**config.mk**
```make
export PLATFORM = sky130hd
export DESIGN_NAME = debounce_pulse
export DESIGN_NICKNAME = d
export VERILOG_FILES = /design/src/rtl/debounce_pulse.sv
export SDC_FILE = /design/constraint.sdc
export NUM_CORES = 1
export LEC_CHECK = 0
export CAP_MARGIN = 25
export CORE_ASPECT_RATIO = 0.75
export CORE_UTILIZATION = 50
export CTS_CLUSTER_DIAMETER = 120
export DETAILED_ROUTE_END_ITERATION = 8
export PLACE_DENSITY_LB_ADDON = 0.2
export SLEW_MARGIN = 15
export SYNTH_ARGS = -nofsm -noshare
export SYNTH_HDL_FRONTEND = slang
export SYNTH_SLANG_ARGS = --single-unit
```
**constraint.sdc**
```tcl
create_clock -name Clk -period 1.9 [get_ports Clk]
set_clock_uncertainty 0.2 [all_clocks]
set_input_delay 0.38 -clock Clk [delete_from_list [all_inputs] [get_ports Clk]]
set_output_delay 0.38 -clock Clk [all_outputs]
set_load 0.02 [all_outputs]
```
**src/rtl/debounce_pulse.sv**
```systemverilog
// Push-button debouncer producing a one-cycle toggle pulse and a debounced level.
// Define DEBOUNCE_REPEAT_EN to add auto-repeat pulses while the button is held.
module debounce_pulse #(
    parameter int CNT_W           = 16,
    parameter int DEBOUNCE_CYCLES = 50000,
    parameter int REPEAT_CYCLES   = 25000
) (
    input  logic Clk,
    input  logic rst,
    input  logic btn_in,
    output logic T,
    output logic btn_level
);

    typedef enum logic [1:0] {
        IDLE,
        ARMING,
        PRESSED,
        RELEASING
    } state_t;

    localparam logic [CNT_W-1:0] LP_CNT_LAST = CNT_W'(DEBOUNCE_CYCLES - 1);

    if (DEBOUNCE_CYCLES < 2 || DEBOUNCE_CYCLES >= (2 ** CNT_W)) begin : g_bad_deb
        $error("debounce_pulse: DEBOUNCE_CYCLES out of range");
    end
    if (REPEAT_CYCLES < 2 || REPEAT_CYCLES >= (2 ** CNT_W)) begin : g_bad_rep
        $error("debounce_pulse: REPEAT_CYCLES out of range");
    end

    state_t           r_state;
    state_t           w_state_nxt;
    logic             r_s1;
    logic             r_s2;
    logic [CNT_W-1:0] r_cnt;
    logic [CNT_W-1:0] w_cnt_nxt;
    logic             r_t;
    logic             w_t_nxt;
    logic             r_level;
    logic             w_level_nxt;

`ifdef DEBOUNCE_REPEAT_EN
    localparam logic [CNT_W-1:0] LP_REP_LAST = CNT_W'(REPEAT_CYCLES - 1);
    logic [CNT_W-1:0] r_rep;
    logic [CNT_W-1:0] w_rep_nxt;
`endif

    always_ff @(posedge Clk) begin
        if (rst) begin
            r_s1    <= 1'b0;
            r_s2    <= 1'b0;
            r_state <= IDLE;
            r_cnt   <= '0;
            r_t     <= 1'b0;
            r_level <= 1'b0;
        end else begin
            r_s1    <= btn_in;
            r_s2    <= r_s1;
            r_state <= w_state_nxt;
            r_cnt   <= w_cnt_nxt;
            r_t     <= w_t_nxt;
            r_level <= w_level_nxt;
        end
    end

`ifdef DEBOUNCE_REPEAT_EN
    always_ff @(posedge Clk) begin
        if (rst) begin
            r_rep <= '0;
        end else begin
            r_rep <= w_rep_nxt;
        end
    end
`endif

    always_comb begin
        w_state_nxt = r_state;
        w_cnt_nxt   = r_cnt;
        w_t_nxt     = 1'b0;
`ifdef DEBOUNCE_REPEAT_EN
        w_rep_nxt   = r_rep;
`endif
        unique case (r_state)
            IDLE: begin
`ifdef DEBOUNCE_REPEAT_EN
                w_rep_nxt = '0;
`endif
                if (r_s2) begin
                    w_state_nxt = ARMING;
                    w_cnt_nxt   = '0;
                end
            end
            ARMING: begin
`ifdef DEBOUNCE_REPEAT_EN
                w_rep_nxt = '0;
`endif
                if (!r_s2) begin
                    w_state_nxt = IDLE;
                end else if (r_cnt == LP_CNT_LAST) begin
                    w_state_nxt = PRESSED;
                    w_t_nxt     = 1'b1;
                end else begin
                    w_cnt_nxt = r_cnt + 1'b1;
                end
            end
            PRESSED: begin
                // A release takes priority over a pending repeat pulse.
                if (!r_s2) begin
                    w_state_nxt = RELEASING;
                    w_cnt_nxt   = '0;
                end
`ifdef DEBOUNCE_REPEAT_EN
                else if (r_rep == LP_REP_LAST) begin
                    w_t_nxt   = 1'b1;
                    w_rep_nxt = '0;
                end else begin
                    w_rep_nxt = r_rep + 1'b1;
                end
`endif
            end
            RELEASING: begin
                if (r_s2) begin
                    w_state_nxt = PRESSED;
                end else if (r_cnt == LP_CNT_LAST) begin
                    w_state_nxt = IDLE;
                end else begin
                    w_cnt_nxt = r_cnt + 1'b1;
                end
            end
            default: begin
                w_state_nxt = IDLE;
                w_cnt_nxt   = '0;
            end
        endcase
        w_level_nxt = (w_state_nxt == PRESSED) || (w_state_nxt == RELEASING);
    end

    assign T         = r_t;
    assign btn_level = r_level;

endmodule

```
==> flow_summary.ini <==
[status]
status = complete, but fails checks
violations = setup timing

[setup_path]
max_stage_delay_ns = 0.59
crit_arrival_ns = 2.02
rrSetupSlack_ns = -0.10
cp_cell_sequence = or4bb_4, or4_4, nand4_1, a21oi_2
cp_max_fo = 3
crit_path_end_kind = register
startpoint_type = register
cpLargestDelayFamily = simple AND/OR/NAND/NOR gates
cp_num_buf_inv = 0
crit_type = register to register
slowest_stage = or4_4
crit_required_ns = 1.91

[sta]
slew_headroom_pct = 74.7
fin_crit_ns = 2.00
finalMaxSlewViolations = 0
rsz0062_at_grt = true
postLayoutSetupSlackWorst_ns = -0.102
finalCritPeriodShare_pct = 105
setup_viol = 8
whs_ns = 0.266
fmax_ghz = 0.499
tightest_slew_ns = 0.374
timing.final.hold_violations = 0

[drt]
first_pass_iters = 4
postRouteAntennaNets = 0
viasPerCell = 5.76
wl_per_cell_um = 16.7
dr_total_vias = 933
drc = 0
drt-total-wl_um = 2710
drtIter0Drc = 15

[synth]
ys_async_sr_fraction_pct = 0
ys.flop_type = dfxtp_1
synth_cell_types = 31
seq_area_frac_synth_pct = 43.8
syn-instance-count = 107
synth-edff-count = 0
avgSynthCellArea_um2 = 8.98
yosysWarningCount = 0
synth_top_area_cell = dfxtp_1
synth_top_area_share_pct = 43.8
synth_seq_cells = 21
synthTopCellsByArea = dfxtp_1 44%, a21oi_1 7.3%, or3_1 5.9%
netlist_area_um2 = 961
syn-num-nets = 111

[grt]
first_global_vias = 821
grt_max_degree = 15
grt_pass1_wl_um = 3830
track_usage_pct = 27.2
antenna_found_initial = 0
grt.overflow.total = 0

[cts]
cts_sinks = 21
h-tree-depth = 1
cts_tree = done
clock_latency_ns = 0.32
cts_inserted_buffers = 3
root_buffer = clkbuf_4
cts_hold_buf = 0
clockBufferDepth = 2
clkTransAtPathRegs_ns = 0.13

[floorplanning]
num_io_pins = 5
die_y_um = 40.0
start_util_pct = 54.2
dieArea_um2 = 2100
die_x_um = 52.6
rows = 13
core_area_um2 = 1770

[pwr]
power_density_nw_per_um2 = 510
p_leak_uw = 0.000489
ir_drop_mv = 0.527

[placement]
routabilityCongestion = 0.824
portBuffers = 4
dpl.hpwl_um = 1850

[final_layout]
drive_gt1_share_pct = 45.7
area_growth_pct = 44.9
diodes = 0
nNetsFinal = 145
final_util_pct = 78.5

[flow_run]
maxCapViolations = 0

[hold_path]
hp-class = register to register
==> synthesized netlist by cell type (3+ instances only) <==
cell type   n
nor2_1      4
a21oi_1    14
nand3_1     3
or3_1       9
nand4_1     6
xnor2_1     3
o21ai_0    11
nand2_1     7
dfxtp_1    21
==> cell families (layout without fill, tap and decap cells) <==
family | Yosys count | after routing | synth area share [%]
XOR/XNOR | 5 | 5 | 5.34
flip-flops | 21 | 21 | 43.7
buffers and inverters | 5 | 38 | 2.21
AND/OR/NAND/NOR | 47 | 47 | 31.8
AO/OA/AOI/OAI | 28 | 28 | 15.6
adder cells (fa/ha/maj) | 1 | 1 | 1.30
==> registers in the layout, indices dropped and copies added (netlist names) <==
name,count
r_s2,1
r_cnt,16
r_s1,1
T,1
r_state,2
==> per-layer routing <==
layer | routed length (um) | global-route usage (%)
met2 | 1270 | 46.8
met1 | 1320 | 34.9
met3 | 98 | 7.95
met5 | 0 | 0
met4 | 26 | 3.95
==> cell usage in the layout (no fill, tap or decap), types with 2 or more instances in the layout <==
master            n
o21ai_0           9
clkdlybuf4s50_1   3
clkbuf_4          3
xnor2_1           3
or3_1             7
or4b_4            3
buf_4            26
nand4_1           6
a21oi_2           3
or3_4             2
nand3_1           3
nor3_1            2
a21oi_1          11
dfxtp_1           9
or4bb_4           2
nor2_1            4
buf_6             2
nor2b_1           2
nand2_1           6
dfxtp_4           5
dfxtp_2           7
inv_1             2
==> where the power goes <==
part	switching, uW	leakage [uW]	internal, uW
Sequential	3.40	0.000177	437
Clock	152	0.0000177	78.9
Combinational	20.1	0.000294	19.0
==> worst paths after layout <==
| check | from | depth (start not counted) | to |
|---|---|---|---|
| worst max-delay path | r_cnt[10]$_SDFFE_PP0P_ | 4 | r_cnt[1]$_SDFFE_PP0P_ |
| worst min register to register | r_s1$_SDFF_PP0_ | 1 | r_s2$_SDFF_PP0_ |
| worst max register to register | r_cnt[10]$_SDFFE_PP0P_ | 4 | r_cnt[1]$_SDFFE_PP0P_ |
| worst min-delay path | r_s1$_SDFF_PP0_ | 1 | r_s2$_SDFF_PP0_ |
==> through the flow <==
step / worst slack (ns) / cells / cell area (um^2) / total power [uW] / setup TNS [ns]
global route: -0.131 / 162 / 1390 / 730 / -0.903
CTS: -0.0684 / 159 / 1300 / 705 / -0.137
global placement: -0.102 / 152 / 1210 / 490 / -0.473
detailed placement: -0.150 / 152 / 1210 / 491 / -0.857
floorplan: -0.0283 / 107 / 996 / 471 / -0.0566
finish: -0.102 / 162 / 1390 / 710 / -0.469
==> what timing repair did <==
item	4_1_cts	5_1_grt
gates cloned	0	0
pin swaps	8	12
buffers inserted	3	4
hold endpoints to repair	0	0
gates resized for setup	15	18
setup endpoints to repair	14	13
==> area by class of cell <==
| type | count | area [um^2] |
|---|---|---|
| Multi-Input combinational cell | 81 | 626 |
| Sequential cell | 21 | 448 |
| Fill cell | 119 | 380 |
| Timing Repair Buffer | 32 | 256 |
| Tap cell | 22 | 27.5 |
| Clock buffer | 3 | 22.5 |
| Inverter | 2 | 7.51 |
| Clock inverter | 1 | 5.00 |
No activity file was read; power rests on OpenSTA's default activity.
